[config.mk]
export PLATFORM = sky130hd
export DESIGN_NAME = unified_mem_arbiter
export DESIGN_NICKNAME = d
export VERILOG_FILES = /design/src/rtl/unified_mem_arbiter_pkg.sv /design/src/rtl/unified_mem_arbiter_sat_counter.sv /design/src/rtl/unified_mem_arbiter.sv
export SDC_FILE = /design/constraint.sdc
export NUM_CORES = 1
export LEC_CHECK = 0
export ABC_AREA = 1
export ABC_CLOCK_PERIOD_IN_PS = 1950
export CAP_MARGIN = 15
export CORE_ASPECT_RATIO = 0.5
export CORE_UTILIZATION = 44
export CTS_CLUSTER_SIZE = 8
export DETAILED_ROUTE_END_ITERATION = 8
export GPL_TIMING_DRIVEN = 1
export PLACE_DENSITY = 0.91
export SLEW_MARGIN = 0
export SYNTH_ARGS = -nofsm -noshare
export SYNTH_HDL_FRONTEND = slang
export SYNTH_SLANG_ARGS = --single-unit
[constraint.sdc]
create_clock -name clock -period 1.95 [get_ports clock]
set_input_delay 0.39 -clock clock [delete_from_list [all_inputs] [get_ports clock]]
set_output_delay 0.39 -clock clock [all_outputs]
set_load 0.02 [all_outputs]
[src/rtl/unified_mem_arbiter_pkg.sv]
// unified_mem_arbiter_pkg: shared owner encoding and default widths for the memory arbiter
package unified_mem_arbiter_pkg;

    typedef enum logic [1:0] {
        NONE  = 2'd0,
        IF_RD = 2'd1,
        D_RD  = 2'd2
    } owner_t;

    localparam int DEF_ADDR_WIDTH   = 8;
    localparam int DEF_DATA_WIDTH   = 32;
    localparam int DEF_STARVE_LIMIT = 4;
    localparam int STARVE_WIDTH     = 4;
    localparam int CONFLICT_WIDTH   = 16;

endpackage

[src/rtl/unified_mem_arbiter_sat_counter.sv]
// sat_counter: saturating up-counter with priority clear and synchronous active-low reset
module sat_counter #(
    parameter int WIDTH = 4
) (
    input  logic             clock,
    input  logic             clear,
    input  logic             inc,
    input  logic             clr,
    output logic [WIDTH-1:0] count
);

    // reset wins, then clear, then increment that sticks at all-ones
    always_ff @(posedge clock) begin
        if (!clear)
            count <= '0;
        else if (clr)
            count <= '0;
        else if (inc && !(&count))
            count <= count + 1'b1;
    end

endmodule

[src/rtl/unified_mem_arbiter.sv]
// unified_mem_arbiter: shares one single-port RAM between fetch and data ports with starvation guard
module unified_mem_arbiter
    import unified_mem_arbiter_pkg::*;
#(
    parameter int ADDR_WIDTH   = DEF_ADDR_WIDTH,
    parameter int DATA_WIDTH   = DEF_DATA_WIDTH,
    parameter int STARVE_LIMIT = DEF_STARVE_LIMIT
) (
    input  logic                  clock,
    input  logic                  clear,
    input  logic                  if_req,
    input  logic [ADDR_WIDTH-1:0] if_addr,
    output logic                  if_grant,
    output logic                  if_rvalid,
    output logic [DATA_WIDTH-1:0] if_rdata,
    input  logic                  d_req,
    input  logic                  d_we,
    input  logic [ADDR_WIDTH-1:0] d_addr,
    input  logic [DATA_WIDTH-1:0] d_wdata,
    output logic                  d_grant,
    output logic                  d_rvalid,
    output logic [DATA_WIDTH-1:0] d_rdata,
    output logic [ADDR_WIDTH-1:0] mem_addr,
    output logic [DATA_WIDTH-1:0] mem_din,
    output logic                  mem_wren,
    input  logic [DATA_WIDTH-1:0] mem_dout,
    output logic [15:0]           conflict_cnt
);

    owner_t                  owner, owner_next;
    logic [STARVE_WIDTH-1:0] starve_cnt;
    logic                    starve_hit;
    logic [DATA_WIDTH-1:0]   if_held, d_held;

    assign starve_hit = starve_cnt >= STARVE_WIDTH'(STARVE_LIMIT);

    // data wins ties unless fetch has waited long enough; all grants gated off during reset
    always_comb begin
        if_grant = clear && if_req && (!d_req || starve_hit);
        d_grant  = clear && d_req && !(if_req && starve_hit);
        mem_wren = d_grant && d_we;
        mem_addr = if_grant ? if_addr : d_grant ? d_addr : '0;
        mem_din  = d_grant ? d_wdata : '0;
    end

    // next owner of the read data returning one cycle after the grant
    always_comb begin
        owner_next = if_grant ? IF_RD : (d_grant && !d_we) ? D_RD : NONE;
    end

    // owner register drives the rvalid strobes
    always_ff @(posedge clock) begin
        if (!clear)
            owner <= NONE;
        else
            owner <= owner_next;
    end

    // hold the last delivered word per port so rdata stays stable between valids
    always_ff @(posedge clock) begin
        if (!clear) begin
            if_held <= '0;
            d_held  <= '0;
        end else begin
            if (owner == IF_RD)
                if_held <= mem_dout;
            if (owner == D_RD)
                d_held <= mem_dout;
        end
    end

    assign if_rvalid = owner == IF_RD;
    assign d_rvalid  = owner == D_RD;
    assign if_rdata  = if_rvalid ? mem_dout : if_held;
    assign d_rdata   = d_rvalid ? mem_dout : d_held;

    sat_counter #(.WIDTH(STARVE_WIDTH)) u_starve (
        .clock (clock),
        .clear (clear),
        .inc   (if_req && !if_grant),
        .clr   (!if_req || if_grant),
        .count (starve_cnt)
    );

    sat_counter #(.WIDTH(CONFLICT_WIDTH)) u_conflict (
        .clock (clock),
        .clear (clear),
        .inc   (if_req && d_req),
        .clr   (1'b0),
        .count (conflict_cnt)
    );

endmodule

=== After elaboration in Yosys (flattened, before gate mapping) ===
Cells that the tools add are included.

* Logic and storage cells: 43
* Register bits: 86
* Bits of input ports: 85

* $lt $le $gt $ge: 1
* Muxes and demuxes: 7
* Add/subtract/negate cells: 2
* Eq/ne operators: 2
* Bitwise logic cells: 1
* Reduce and logical (&&, ||, !) cells: 24

{| class="wikitable"
|+ Operator list
! operator !! number
|-
| 32-bit two-way mux || 3
|-
| 16-bit by 1-bit adder with 16-bit output (second input constant) || 1
|-
| 8-bit two-way mux || 2
|-
| 16-bit AND reduction || 1
|-
| 1-bit logical AND || 11
|-
| 1-bit zero test || 7
|-
| 4-bit by 1-bit adder with 4-bit output (second input constant) || 1
|-
| 4-bit by 3-bit greater-or-equal comparator with 1-bit output (second input constant) || 1
|-
| 4-bit AND reduction || 1
|-
| 2-bit OR reduction || 2
|-
| 2-bit by 1-bit equality test with 1-bit output (second input constant) || 1
|-
| 2-bit equality test (second input constant) || 1
|-
| 1-bit logical OR || 2
|-
| 2-bit two-way mux || 1
|-
| 1-bit two-way mux || 1
|-
| 1-bit NOT || 1
|}

=== Logic depth before layout (Yosys ltp) ===
Gate-level depths: netlist (run 1).

* Depth after elaboration: 7
* Depth in mapped cells: 9
* Gate-level depth less buffers: 9

=== Hierarchy ===
A second synthesis (run 1) with hierarchy kept.

* Cells, all modules: 648
* Area, all modules: 4171.5 um^2

{| class="wikitable"
|+ By module, submodules not included
! module !! instances !! cells each !! area each (um^2)
|-
| unified_mem_arbiter || 1 || 458 || 2959.1
|-
| sat_counter (u_conflict) || 1 || 158 || 991.0
|-
| sat_counter (u_starve) || 1 || 32 || 221.5
|}

=== Least setup slack after synthesis (run 1) ===
Ideal clock, no wire load.

* Path type: input-to-output
* Start: in clear
* End: out mem_din[10]
* Cell stages on the path: 6
* Setup slack: 0.126 ns
* Arrival: 1.434 ns
* Path buffers: 2
* Required time: 1.560 ns
* Cell sequence: buf_4 > nand2_1 > nor2_4 > inv_2 > buf_2 > nor2_1

* Longest elaborated chain between the ends: 3

{| class="wikitable"
|+ RTL lines
! element !! RTL line !! source
|-
| from (decl) || unified_mem_arbiter.sv:10 || <nowiki>input logic clear,</nowiki>
|-
| 1-bit logical AND (2 in series) || unified_mem_arbiter.sv:40 || <nowiki>d_grant = clear && d_req && !(if_req && starve_hit);</nowiki>
|-
| net d_grant || unified_mem_arbiter.sv:20 || <nowiki>output logic d_grant,</nowiki>
|-
| 32-bit two-way mux || unified_mem_arbiter.sv:43 || <nowiki>mem_din = d_grant ? d_wdata : '0;</nowiki>
|-
| to (decl) || unified_mem_arbiter.sv:24 || <nowiki>output logic [DATA_WIDTH-1:0] mem_din,</nowiki>
|}

The timed path passes the listed nets, and every way through them passes these cells.

=== Worst setup path after layout (run 1) ===
* Start: in d_req
* End: out mem_addr[2]

* Longest elaborated chain between the ends: 4
* Elaborated cells between the ends (all ways): 7
* Classes of those cells: mux: 2; reduce/logical: 5

{| class="wikitable"
|+ RTL lines
! element !! RTL line !! source
|-
| from (decl) || unified_mem_arbiter.sv:16 || <nowiki>input logic d_req,</nowiki>
|-
| 1-bit logical AND or 1-bit zero test (tied branches) || unified_mem_arbiter.sv:40, unified_mem_arbiter.sv:39 ||
|-
| 1-bit logical AND or 1-bit logical OR (tied branches) || unified_mem_arbiter.sv:40, unified_mem_arbiter.sv:39 ||
|-
| 8-bit two-way mux or 1-bit logical AND (tied branches) || unified_mem_arbiter.sv:42, unified_mem_arbiter.sv:39 ||
|-
| 8-bit two-way mux * || unified_mem_arbiter.sv:42 || <nowiki>mem_addr = if_grant ? if_addr : d_grant ? d_addr : '0;</nowiki>
|-
| to (decl) || unified_mem_arbiter.sv:23 || <nowiki>output logic [ADDR_WIDTH-1:0] mem_addr,</nowiki>
|}

Every way passes the cells marked *; elsewhere a longest branch is shown, timed or not.

==> impl_metrics.py, run 1 <==
metrics = {
    "drt": {
        "ant_nets": 0,
        "drt-initial-drc-count": 1516,
        "drt_first_pass_iters": 9,
        "wl_per_cell_um": 29.1,
        "drc": 176,
        "routed_wl_mm": 30.7,
        "vias_per_cell": 6.49,
        "vias": 6844,
    },
    "timing": {
        "hold_slack_ns": 0.515,
        "rsz0062_at_grt": "yes",
        "max_slew.worst_pin.slew_ns": 0.546,
        "maxSlewHeadroom_pct": 63.5,
        "hold_viol": 0,
        "finalSetupViolCount": 121,
        "skew_ns": 0.0148,
        "finalMaxSlewViolations": 0,
        "finalCritPeriodShare_pct": 118,
        "max_freq_mhz": 433,
        "setup_ws_ns": -0.359,
        "fin_crit_ns": 2.31,
    },
    "pwr": {
        "p_int_mw": 3.71,
        "max-vdd-ir-drop_mv": 0.508,
        "p_per_area_nw_per_um2": 662,
        "p_sw_mw": 1.97,
        "cellLeakagePower_nw": 4.26,
        "p_total_mw": 5.68,
        "seqPwrFrac_pct": 33.1,
        "pwr-share-comb_pct": 33.6,
        "p_clk_share_pct": 33.2,
        "swShare_pct": 34.6,
    },
    "logic_synthesis": {
        "syn_inst": 606,
        "synth_seq_cells": 86,
        "synth_top_area_cell": "dfxtp_1",
        "synth_area_leaders": "dfxtp_1, nor2_1, inv_1",
        "syn-num-nets": 693,
        "synth_top_area_share_pct": 41.2,
        "synth_most_common_cell": "nor2_1",
        "synthTopCellsByCount": "nor2_1, inv_1, dfxtp_1",
        "synth_ff_type": "dfxtp_1",
        "ys.warnings.count": 0,
        "syn_area_per_cell_um2": 6.90,
        "syn_area_um2": 4180,
        "synthArstFlopShare_pct": 0,
        "synth_edf_count": 0,
        "yosysUniqueCellTypes": 32,
        "yosysSeqAreaShare_pct": 41.2,
    },
    "clock_tree": {
        "cts.sinks": 86,
        "clockBufferDepth": 2,
        "clockRootBuffer": "clkbuf_16",
        "clk_latency_ns": 0.37,
        "clk_pin_slew_ns": 0.07,
        "cts_tree": "done",
        "htree_levels": 3,
        "cts_buffers": 9,
    },
    "global_routing": {
        "grt_pass1_vias": 5909,
        "antenna_found_initial": 3,
        "grt_max_degree": 43,
        "grt_pass1_wl_mm": 31.7,
        "overflow": 0,
        "grtUsageTotal_pct": 42.7,
    },
    "place": {
        "place_area_um2": 6780,
        "hpwl_mm": 9.93,
        "place_ws_ns": -0.724,
        "portBuffers": 209,
        "place_congestion": 0.873,
    },
    "floorplan": {
        "initial_core_util_pct": 46.7,
        "io_pins": 210,
        "die_h_um": 70.9,
        "core_um2": 8950,
        "dieArea_um2": 9920,
        "dieWidth_um": 140,
        "fp-row-count": 24,
    },
    "layout": {
        "post-route-util_pct": 95.8,
        "nets": 1018,
        "drive_above_1_share_pct": 50.3,
        "n_fill_cell": 192,
        "fin_area_um2": 8570,
        "synthToLayoutAreaGrowth_pct": 105,
    },
    "setup_path": {
        "crit_path_top_delay_cell": "dlygate4sd2_1",
        "r2r-start": "owner[0]",
        "worstPathRequired_ns": 1.56,
        "crit_type": "in -> out",
        "max_stage_delay_ns": 0.33,
        "crit_path_end_kind": "primary output",
        "path_cells": "dlygate4sd2_1 > nand2_1 > nor2_4 > buf_12 > buf_8 > a22o_1 > buf_4",
        "critPathMaxFanout": 5,
        "start_kind": "input pin",
        "startpoint": "d_req",
        "cp.arrival_ns": 1.92,
    },
    "status": {
        "outcome": "finished with violations",
        "violations": "DRC, setup timing",
    },
    "min_path": {
        "worst_hold_path_type": "in -> reg",
        "hold_start": "clear",
    },
    "job": {
        "drv_cap": 0,
    },
}
## layout by cell type (no fill, tap or decap), types with 3 or more instances in the layout
master / instances
buf_8: 3
a22o_1: 8
dlygate4sd2_1: 3
nor2_4: 25
buf_2: 22
buf_12: 6
inv_4: 4
dfxtp_1: 82
clkdlybuf4s50_1: 97
or2_2: 33
nand2_2: 5
nand3_1: 18
or2_4: 31
buf_4: 126
nor2_2: 15
buf_6: 71
a21oi_1: 10
o21ai_2: 26
nor2_1: 103
inv_1: 90
o21ai_0: 5
clkinvlp_4: 3
nand2_1: 38
clkbuf_16: 13
inv_2: 26
dfxtp_2: 3
o21ai_4: 39
## what timing repair did
item / 4_1_cts / 5_1_grt
buffers inserted: 50 / 14
gates cloned: 5 / 5
resized for setup: 610 / 282
hold buffers: 0 / 0
pin swaps: 3 / 12
endpoints found under the setup margin: 109 / 113
## state kept, by name, indices dropped and copies added, names as in the netlist
name / count
d_held: 32
if_held: 32
u_conflict.count: 16
u_starve.count: 4
owner: 2
## power groups by stage
stage	Sequential, mW	Clock, mW	Combinational [mW]
global route	1.88	1.93	1.95
floorplan	1.89	0	0.537
CTS	1.86	1.74	1.38
finish	1.88	1.89	1.91
global placement	1.89	0	1.20
detailed placement	1.89	0	1.22
## worst paths after layout
kind	end	slack (ns)	depth (start not counted)
min	u_conflict.count[2]	0.51	3
max reg2reg	d_held[11]	-0.29	14
max	mem_addr[2]	-0.36	7
min reg2reg	u_starve.count[0]	0.57	2
## per-stage QoR
stage	setup TNS, ns	instances
after floorplan	0	606
after global placement	-32.29	965
after detailed placement	-34.56	965
after CTS	-1.21	1036
after global routing	-16.69	1055
final	-16.40	1055
## metal layers
layer	global-route usage [%]	routed length, um	vias to the layer above
met5	0	15	-
met1	44.5	9170	2998
met2	72.8	12500	922
met3	14.6	4910	449
met4	32.5	4150	2
li1	-	-	2473
## final cells by class
| type | instances | area [um^2] | share of cell area [%] |
|---|---|---|---|
| timing repair inverter | 2 | 27.5 | 0.321 |
| timing repair buffer | 337 | 3190 | 37.3 |
| clock inverter | 7 | 72.6 | 0.847 |
| tap | 117 | 146 | 1.71 |
| multi-input combinational | 373 | 2680 | 31.3 |
| clock buffer | 9 | 225 | 2.63 |
| inverter | 122 | 493 | 5.75 |
| sequential | 86 | 1730 | 20.2 |
| antenna | 2 | 5.00 | 0.0584 |
## critical path: cells and delay by family
kind	cells	cell delay, ns
simple gates	2	0.41
compound gates	1	0.27
buf+inv	4	0.83
## logic make-up after synthesis
group / count (synthesis) / synth area share, %
AND/OR/NAND/NOR: 278 / 32.2
buffers and inverters: 147 / 14.0
AO/OA/AOI/OAI: 92 / 12.0
flip-flops: 86 / 41.2
adder cells (fa/ha/maj): 2 / 0.598
other: 1 / 0.0897
Note: power is estimated with default switching activity, not from simulation.
==> run 2: changes to the inputs <==
CORE_MARGIN = 3   (was default)
TNS_END_PERCENT = 5   (was default)
==> run 2 against run 1 <==
Net effect: the run ends with setup timing left; power decreased by 11%; final cell count decreased by 3.8%; clock power decreased by 10%; first-iteration DRC count decreased by 59%; maximum frequency increased by 12%; via count decreased by 20%; count of clock-buffer cells in the layout increased by 1; global-route usage decreased by 16 points; critical path type is now reg -> out.
==> impl_metrics.py, run 2 (synthesis gave the netlist of run 1 again) <==
metrics = {
    "setup_path": {
        "crit_type": "reg -> out",
        "start_kind": "flip-flop",
        "crit_path_end_kind": "primary output",
        "critPathMaxFanout": 33,
        "worstPathRequired_ns": 1.56,
        "cp.arrival_ns": 1.67,
    },
    "timing": {
        "fin_crit_ns": 2.06,
        "setup_ws_ns": -0.105,
        "skew_ns": 0.0106,
        "rsz0062_at_grt": "yes",
        "finalSetupViolCount": 69,
        "finalMaxSlewViolations": 0,
        "finalCritPeriodShare_pct": 105,
        "max_freq_mhz": 487,
        "hold_viol": 0,
    },
    "global_routing": {
        "grtUsageTotal_pct": 26.5,
        "antenna_found_initial": 0,
        "grt_pass1_vias": 4884,
        "grt_max_degree": 35,
        "grt_pass1_wl_mm": 22.6,
        "overflow": 0,
    },
    "layout": {
        "diodes": 0,
        "synthToLayoutAreaGrowth_pct": 83.0,
        "nets": 980,
        "drive_above_1_share_pct": 44.0,
        "final_common_cell": "nor2_1",
        "largest_registers": "d_held: 32 flops, if_held: 32 flops, u_conflict.count: 16 flops",
        "post-route-util_pct": 85.3,
        "final_cell_mix": "nor2_1, buf_4, inv_1",
        "n_fill_cell": 452,
        "fin_cells": 1015,
    },
    "status": {
        "outcome": "finished with violations",
        "violations": "setup timing",
    },
    "floorplan": {
        "core_um2": 8980,
        "io_pins": 210,
        "fp-row-count": 24,
        "dieWidth_um": 144,
        "dieArea_um2": 10800,
        "initial_core_util_pct": 46.6,
        "die_h_um": 74.9,
    },
    "place": {
        "dpl.cell_count": 974,
        "place_congestion": 0.901,
        "portBuffers": 209,
        "hpwl_mm": 10.0,
    },
    "drt": {
        "wl_per_cell_um": 19.5,
        "routed_wl_mm": 19.7,
        "drt_first_pass_iters": 6,
        "vias": 5482,
        "vias_per_cell": 5.40,
        "drc": 0,
        "drt-initial-drc-count": 620,
        "ant_nets": 0,
    },
    "clock_tree": {
        "clk_latency_ns": 0.35,
        "htree_levels": 3,
        "cts.sinks": 86,
        "clk_pin_slew_ns": 0.07,
        "clockRootBuffer": "clkbuf_16",
        "cts_buffers": 9,
        "clockBufferDepth": 2,
        "cts_tree": "done",
    },
    "job": {
        "drv_cap": 0,
    },
    "pwr": {
        "p_per_area_nw_per_um2": 664,
        "max-vdd-ir-drop_mv": 0.470,
        "cellLeakagePower_nw": 4.00,
    },
    "min_path": {
        "worst_hold_path_type": "reg -> reg",
    },
}
run 2: worst paths after layout:
kind / start / to / slack, ns / cells after the start
max: owner[0] / if_rdata[12] / -0.11 / 7
max reg2reg: owner[0] / d_held[0] / -0.05 / 12
min: u_starve.count[0] / u_starve.count[0] / 0.49 / 2
min reg2reg: u_starve.count[0] / u_starve.count[0] / 0.49 / 2
run 2: per-stage QoR:
step / cell area (um^2) / setup TNS, ns / setup slack, ns / hold slack [ns] / total power, mW
floorplan: 4180 / 0 / 0.126 / 0.459 / 2.43
global placement: 6860 / -26.05 / -0.557 / 0.472 / 3.11
detailed placement: 6860 / -29.06 / -0.600 / 0.492 / 3.14
CTS: 6910 / -1.98 / -0.100 / 0.502 / 4.73
global route: 7660 / -6.87 / -0.137 / 0.524 / 5.25
finish: 7660 / -3.02 / -0.105 / 0.494 / 5.08
run 2: layout make-up:
class | instances | area, um^2 | area share, %
Timing Repair Buffer | 300 | 2690 | 35.1
Multi-Input combinational cell | 373 | 2330 | 30.5
Sequential cell | 86 | 1720 | 22.5
Inverter | 122 | 473 | 6.18
Clock buffer | 10 | 239 | 3.12
Tap cell | 117 | 146 | 1.91
Clock inverter | 6 | 43.8 | 0.572
Timing Repair inverter | 1 | 8.76 | 0.114
run 2: routing by layer:
| layer | share of wire [%] | vias to the layer above | global-route usage (%) |
|---|---|---|---|
| li1 | - | 2407 | - |
| met1 | 35 | 2548 | 27.9 |
| met2 | 50 | 379 | 50.2 |
| met3 | 7.2 | 148 | 5.39 |
| met4 | 7.4 | 0 | 15.9 |
| met5 | 0 | - | 0 |
run 2: timing repair:
item,CTS,global route
gates cloned,2,2
setup endpoints to repair,109,100
setup buffers,8,13
pin swaps,2,1
hold buffers,0,0
resized for setup,537,214
run 2: where the power goes:
| group | internal (mW) | switching (mW) |
|---|---|---|
| logic | 0.740 | 0.771 |
| registers | 1.83 | 0.0335 |
| clock network | 0.907 | 0.796 |
run 2: worst max-delay path, stage by stage (launching register included):
cell,delay [ns]
dfxtp_2,0.34
inv_4,0.10
nor2_4,0.06
buf_12,0.16
or2_2,0.30
o21ai_2,0.08
inv_1,0.08
buf_2,0.17
